## config.mk

```make
export PLATFORM = sky130hd
export DESIGN_NAME = sh4a_regfile_banked
export DESIGN_NICKNAME = d
export VERILOG_FILES = /design/src/rtl/sh4a_regfile_banked.sv
export SDC_FILE = /design/constraint.sdc
export NUM_CORES = 2
export LEC_CHECK = 0
export CAP_MARGIN = 20
export CORE_AREA = 5 5 314 316
export DETAILED_ROUTE_END_ITERATION = 7
export DIE_AREA = 0 0 319 321
export HOLD_SLACK_MARGIN = 0.06
export PLACE_DENSITY = 0.76
export SYNTH_ARGS = -nofsm -noshare
export SYNTH_HDL_FRONTEND = slang
export SYNTH_SLANG_ARGS = --single-unit
```

## constraint.sdc

```tcl
create_clock -name clk -period 5.64 [get_ports clk]
set_input_delay 0.564 -clock clk [delete_from_list [all_inputs] [get_ports clk]]
set_output_delay 0.564 -clock clk [all_outputs]
set_load 0.005 [all_outputs]
```

## src/rtl/sh4a_regfile_banked.sv

```systemverilog
// ============================================================================
// sh4a_regfile_banked: SH4A general registers with SR.RB banking of the low
// registers, a hardwired zero index, two registered read ports, one write
// port and a halfword-stepping PC. A clear sweep zeroes storage after reset.
// Option macro: SH4A_REGFILE_BYPASS_EN (write-first same-cycle forwarding).
// Revision: 1.0
// ============================================================================
`default_nettype none

module sh4a_regfile_banked #(
  parameter int                DATA_W      = 32,
  parameter int                IDX_W       = 5,
  parameter int                NUM_REGS    = 24,
  parameter int                BANKED_REGS = 8,
  parameter int                ZERO_IDX    = 'h17,
  parameter logic [DATA_W-1:0] RESET_PC    = 32'hA000_0000
) (
  input  logic              clk,
  input  logic              reset,
  output logic              ready,
  input  logic              bank_sel,
  input  logic              rd_en,
  input  logic [IDX_W-1:0]  idx_read0,
  input  logic [IDX_W-1:0]  idx_read1,
  input  logic              alt_read0,
  output logic [DATA_W-1:0] reg_read0,
  output logic [DATA_W-1:0] reg_read1,
  input  logic [IDX_W-1:0]  idx_write,
  input  logic              alt_write,
  input  logic [DATA_W-1:0] reg_write,
  input  logic              reg_write_enable,
  input  logic              pc_load,
  input  logic [DATA_W-1:0] pc_target,
  input  logic              pc_advance,
  output logic [DATA_W-1:0] program_counter
);

  localparam int PHYS_REGS = NUM_REGS + BANKED_REGS;
  localparam int PTR_W     = $clog2(PHYS_REGS);

  localparam logic [0:0] S_CLEAR = 1'b0;
  localparam logic [0:0] S_RUN   = 1'b1;

  logic [0:0]        state;
  logic [0:0]        state_nxt;
  logic              clearing;
  logic [PTR_W-1:0]  clr_ptr;
  logic [DATA_W-1:0] regs [PHYS_REGS];

  logic [PTR_W-1:0]  wr_phys;
  logic [PTR_W-1:0]  rd0_phys;
  logic [PTR_W-1:0]  rd1_phys;
  logic              wr_ok;
  logic [DATA_W-1:0] rd0_data;
  logic [DATA_W-1:0] rd1_data;

  // Bank-1 copies of the low registers live above the shared entries.
  function automatic logic [PTR_W-1:0] phys_of(input logic [IDX_W-1:0] idx,
                                               input logic bank);
    if (bank && (int'(idx) < BANKED_REGS))
      return PTR_W'(NUM_REGS + int'(idx));
    return PTR_W'(idx);
  endfunction

  function automatic logic live(input logic [IDX_W-1:0] idx);
    return (int'(idx) < NUM_REGS) && (int'(idx) != ZERO_IDX);
  endfunction

  always_ff @(posedge clk or posedge reset) begin
    if (reset) state <= S_CLEAR;
    else       state <= state_nxt;
  end

  always_comb begin
    state_nxt = state;
    case (state)
      S_CLEAR: if (clr_ptr == PTR_W'(PHYS_REGS - 1)) state_nxt = S_RUN;
      S_RUN:   state_nxt = S_RUN;
      default: state_nxt = S_CLEAR;
    endcase
  end

  always_comb begin
    ready    = (state == S_RUN);
    clearing = (state == S_CLEAR);
  end

  always_ff @(posedge clk or posedge reset) begin
    if (reset)         clr_ptr <= '0;
    else if (clearing) clr_ptr <= clr_ptr + 1'b1;
  end

  assign wr_phys  = phys_of(idx_write, bank_sel ^ alt_write);
  assign rd0_phys = phys_of(idx_read0, bank_sel ^ alt_read0);
  assign rd1_phys = phys_of(idx_read1, bank_sel);
  assign wr_ok    = ready && reg_write_enable && live(idx_write);

  always_ff @(posedge clk) begin
    if (clearing)   regs[clr_ptr] <= '0;
    else if (wr_ok) regs[wr_phys] <= reg_write;
  end

  always_comb begin
    rd0_data = live(idx_read0) ? regs[rd0_phys] : '0;
    rd1_data = live(idx_read1) ? regs[rd1_phys] : '0;
`ifdef SH4A_REGFILE_BYPASS_EN
    // Forward on physical-entry match only, so banks never alias.
    if (wr_ok && live(idx_read0) && (wr_phys == rd0_phys)) rd0_data = reg_write;
    if (wr_ok && live(idx_read1) && (wr_phys == rd1_phys)) rd1_data = reg_write;
`endif
  end

  always_ff @(posedge clk or posedge reset) begin
    if (reset) begin
      reg_read0 <= '0;
      reg_read1 <= '0;
    end else if (clearing) begin
      reg_read0 <= '0;
      reg_read1 <= '0;
    end else if (rd_en) begin
      reg_read0 <= rd0_data;
      reg_read1 <= rd1_data;
    end
  end

  always_ff @(posedge clk or posedge reset) begin
    if (reset) begin
      program_counter <= RESET_PC;
    end else if (ready) begin
      if (pc_load)         program_counter <= {pc_target[DATA_W-1:1], 1'b0};
      else if (pc_advance) program_counter <= program_counter + DATA_W'(2);
    end
  end

endmodule

`default_nettype wire

```

---- Word level (Yosys, flattened, before mapping) ----
Memories as Yosys holds them, arrays and structs flattened.
Index checks and enable logic that the tools add are counted.
storage, ports and cells
  register bits after elaboration ......... 102
  RAM bits ................................ 1024
  bits of input ports ..................... 88
  output and inout port bits .............. 97
  logic and storage cells ................. 62
  memories ................................ 1
operators by class
  $add $sub $neg .......................... 5
  order comparisons ....................... 6
  eq/ne operators ......................... 5
  mux-type cells .......................... 26
  bitwise operators ....................... 3
  reductions and logical operators ........ 11
memories
  memory  words  width  rd ports  clocked after memory_dff  wr ports  RTL line  source
  regs    32     32     2         0                         1         48        logic [DATA_W-1:0] regs [PHYS_REGS];
operators with widths
  cell                     number
  $mux W32                 9
  $mux W5                  7
  $add A32 B2 Y32 const B  1
  $reduce_or A32 Y1        1
  $add A5 B5 Y5 const A    3
  $lt A5 B4 Y1 const B     3
  $lt A5 B5 Y1 const B     3
  $ne A5 B5 Y1 const B     3
  $mux W1                  9
  $logic_and A1 B1 Y1      8
  $add A5 B1 Y5 const B    1
  $eq A5 B5 Y1 const B     1
  $ne A2 B2 Y1 const B     1
  $pmux W1 S2              1
  $reduce_and A2 Y1        1
  $reduce_bool A2 Y1       1
  $xor A1 B1 Y1            2
  $not A1 Y1               1

---- Logic depth before layout (Yosys ltp) ----
  depth in word-level cells ............... 8
  gate-level depth with buffers ........... 10
  mapped depth without buffers ............ 7

---- Worst setup path after synthesis ----
No wires, ideal clock.
  kind .................................... in2reg
  start point ............................. input idx_write[3]
  end point ............................... memory regs[16][0], enable pin
  library setup time ...................... 502 ps
  arrival time ............................ 5058 ps
  data required time ...................... 5138 ps
  slack ................................... 80 ps
  stages .................................. 7
  buffers on the path ..................... 2
  cell sequence ........................... ha_1 nand3b_1 a21oi_1 buf_2 mux2i_1 clkbuf_1 nor4_1
on the way
  cells in the longest elaborated chain, start to end .. 8
  elaborated cells on any way between the ends .. 16
  those cells by class .................... add/sub (1); order compare (2); eq/ne (1); mux (8); reduce/logical (4)
RTL lines
  item                                          RTL line  source
  start, declared                               28        input logic [IDX_W-1:0] idx_write,
  $lt A5 B5 Y1 or $ne A5 B5 Y1 (tied branches)  66        return (int'(idx) < NUM_REGS) && (int'(idx) != ZERO_IDX);
  $logic_and A1 B1 Y1                           66
  $logic_and A1 B1 Y1                           96        assign wr_ok = ready && reg_write_enable && live(idx_write);
  $mux W1                                       100       else if (wr_ok) regs[wr_phys] <= reg_write;
  $mux W1                                       99        if (clearing) regs[clr_ptr] <= '0;
  $mux W1 (implied by the code)                 100
  $reduce_or A32 Y1 (no line)                   n/a
  $mux W5 (no line) or $mux W1 (tied branches)  n/a
  end, declared                                 48
Several ways; a longest one is shown, not always the timed one. The select of a mux whose other input is x is not followed.

---- Final worst setup path ----
  start point ............................. input bank_sel
  end point ............................... register reg_read0[28]
on the way
  cells in the longest elaborated chain, start to end .. 8
RTL lines
  item                  RTL line  source
  start, declared       21        input logic bank_sel,
  $xor A1 B1 Y1         94        assign rd0_phys = phys_of(idx_read0, bank_sel ^ alt_read0);
  $logic_and A1 B1 Y1   60        if (bank && (int'(idx) < BANKED_REGS))
  $mux W1               60
  $mux W5               62        return PTR_W'(idx);
  $mem_v2 Z32 W32       n/a
  $mux W32              104       rd0_data = live(idx_read0) ? regs[rd0_phys] : '0;
  $mux W32              120       end else if (rd_en) begin
  $mux W32              117       end else if (clearing) begin
  end signal, assigned  121       reg_read0 <= rd0_data;
  end, declared         26        output logic [DATA_W-1:0] reg_read0,
Every way passes these cells. The select of a mux whose other input is x is not followed.
A chain may end at the register's enable or synchronous reset.

==> metrics.csv <==
metric;value;unit
GR Layer Usage met3;7.43;%
total congestion overflow;0;
worst slew pin tran;1180;ps
Final ANT Viol Nets;0;
ys flop type;edfxtp_1;
Worst slew margin;21.1;%
Final Power;18600;uW
maximum VDD drop;0.211;mV
Synth Register Bits;1125;
Total Wirelength;155000;um
CP Class;primary input to flop;
GRT Total Usage;30.0;%
Tightest Hold Check Type;primary input to asynchronous set/reset pin;
first-pass GRT wire length;223000;um
Residual DRC;0;
leakage;0.0211;uW
# clock sinks;1125;
Hold Vio Cnt, Final;0;
status;finished, final reports clean;
GR Util met1;40.2;%
Pwr per Cell Area;312;nW/um2
First-pass DRT Iterations;5;
kind of end point of the critical path;flop;
Die Wd;319;um
largest net degree at the start of global routing;125;
Final Cell Area;59700;um2
Final nets;2926;
MaxCap Viol Count;0;
Worst-Skew Late Latency;680;ps
total core area;95700;um2
Synth Cell Area;52000;um2
clock slew at reported path FFs;60;ps
Setup TNS;0;ps
Final Wtd Congestion;0.849;
fraction of layout instances using a drive strength above 1;31.8;%
Post-CTS Hold Fix Bufs;0;
TritonCTS clock tree;yes;
Port Buf Inserts;182;
gr busiest metal;met2;
max-slew violation count;0;
estimated wirelength of the detail-placed design;88400;um
Worst Path Arrival;4220;ps
M2 GR Usage;47.8;%
Initial Util;54.3;%
Cell Rows;114;
final setup fails;0;
area grow syn2layout;14.8;%
initial DRC count;4597;
Tmin final;3660;ps
warnings from Yosys;0;
worst setup margin;1980;ps
Die H;321;um
# Post-CTS Setup Buffers;0;
sequential share of the synthesized area;64.0;%
Clock Tree Root;clkbuf_16;
cells resized by post-CTS repair;0;
Boundary Pins;185;
CTS max path bufs;3;
CTS Buf Count;112;
final non-filler cell total;4203;
H-tree depth;3;
Die ar.;102000;um2
fmax;0.274;GHz
dpl cell area;55700;um2
Fillers;6284;
required time worst endpoint;6200;ps
clk_skew;23.1;ps
antenna violations before repair;2;
Reg area;33300;um2
Vias/cell;7.42;
syn_nets;2737;
Startpoint Class;primary input;
number of global-route vias before repair;31700;
RSZ-0062 raised after global routing;false;
Post-synth EDFFs;1024;
Cells after Synth;2640;
Avg WL per Cell;36.9;um
crit-path max FO;33;
via count;31200;
multi-input logic area;18000;um2
Final period util;64.8;%
Post-Syn Area per Cell;19.7;um2
Setup WS pre-CTS;1140;ps
placed insts;3984;
ys async rst share;8.98;%
Synth cell types;61;
[state kept, by name, indices dropped and copies added (netlist names)]
name / flops
program_counter: 31
regs: 1024
reg_read1: 32
reg_read0: 32
clr_ptr: 5
ready: 1
[metrics by stage]
step / hold slack, ps / util, %
after floorplan: 460 / -
after global placement: 499 / 58.2
after detailed placement: 507 / 58.2
after CTS: 427 / 62.2
after global routing: 475 / 62.4
final: 363 / 62.4
[power by group]
group,internal [uW],total (uW),switching [uW]
sequential,9200,9300,105
clock,4620,7790,3180
combinational,680,1550,867
total,14500,18600,4150
[final timing paths]
path	startpoint	slack (ps)	endpoint	cells past startpoint
min in group clk	pc_target[1]	480	program_counter[1]$_DFFE_PP0P_	3
setup reg to reg	ready$_DFF_PP0_	2340	regs[7][24]$_DFFE_PP_	6
setup / recovery	bank_sel	1980	reg_read0[28]$_DFFE_PP0P_	7
hold reg to reg	reg_read1[11]$_DFFE_PP0P_	510	reg_read1[11]$_DFFE_PP0P_	1
hold / removal	reset	360	reg_read0[17]$_DFFE_PP0P_	2
max in group asynchronous	reset	4130	reg_read1[21]$_DFFE_PP0P_	3
[cell usage after synthesis (7+ instances only)]
master    count  area, um2
o22a_1        9       78.8
a2111o_1     32        360
mux4_2      576      13000
and3_1       10       62.6
buf_6         9        101
nand4_1       8       50.1
clkbuf_1    131        492
nand2_1      17       63.8
o21ai_0      84        420
and2_1       67        419
buf_2        49        245
ha_1          9        113
buf_4         7       52.6
a21oi_1      92        460
o22ai_1      37        231
nand3_1      81        405
nor3_1       17       85.1
buf_1        26       97.6
inv_1        19       71.3
dfrtp_1      99       2480
nor2_1       19       71.3
edfxtp_1   1024      30700
a221o_1      32        320
nor4_1       28        175
mux2i_1      68        681
[cells by family after synthesis]
family | after synthesis | synth area share [%]
DFF | 1125 | 64.0
muxes | 649 | 26.4
AOI/OAI and AO/OA | 332 | 4.29
and+or+nand+nor | 273 | 2.93
buffers and inverters | 243 | 2.07
adders and majority gates | 9 | 0.217
xor gates and xnor gates | 8 | 0.135
other | 1 | 0.00721
[cells in the final DEF (no fill, tap or decap), types with 11 or more instances in the layout]
cell type / count
edfxtp_1: 1024
buf_4: 98
inv_1: 18
nor4_2: 24
mux2i_1: 66
clkbuf_8: 12
and2_1: 67
a2111o_1: 32
nor2_1: 19
clkdlybuf4s50_1: 176
nand2_1: 16
dfrtp_1: 99
clkbuf_16: 114
clkbuf_1: 33
bufinv_16: 16
a221o_1: 32
o22ai_1: 37
o21ai_0: 83
a21oi_1: 89
clkinv_2: 15
nand3_1: 79
buf_12: 11
mux4_2: 576
[routing by layer]
metal  up-vias  wire length, um
li1      11800                -
met1     16300            53100
met2      2591            74100
met3       481            19700
met4         2             8080
met5         -               13
[worst max-delay path, cell delays in order]
cell and delay (ps):
clkdlybuf4s50_1 580, xor2_1 500, nand3_4 530, nand2_4 610, buf_16 300, mux4_2 630, a2111o_1 440
[final cells by class]
class / count / area share, %
Inverter: 20 / 0.134
Tap cell: 1276 / 2.67
Antenna cell: 2 / 0.00838
Clock inverter: 51 / 1.19
Timing Repair Buffer: 298 / 4.92
Clock buffer: 159 / 5.26
Multi-Input combinational cell: 1272 / 30.1
Sequential cell: 1125 / 55.7
Power figures use the tool's default switching activity.
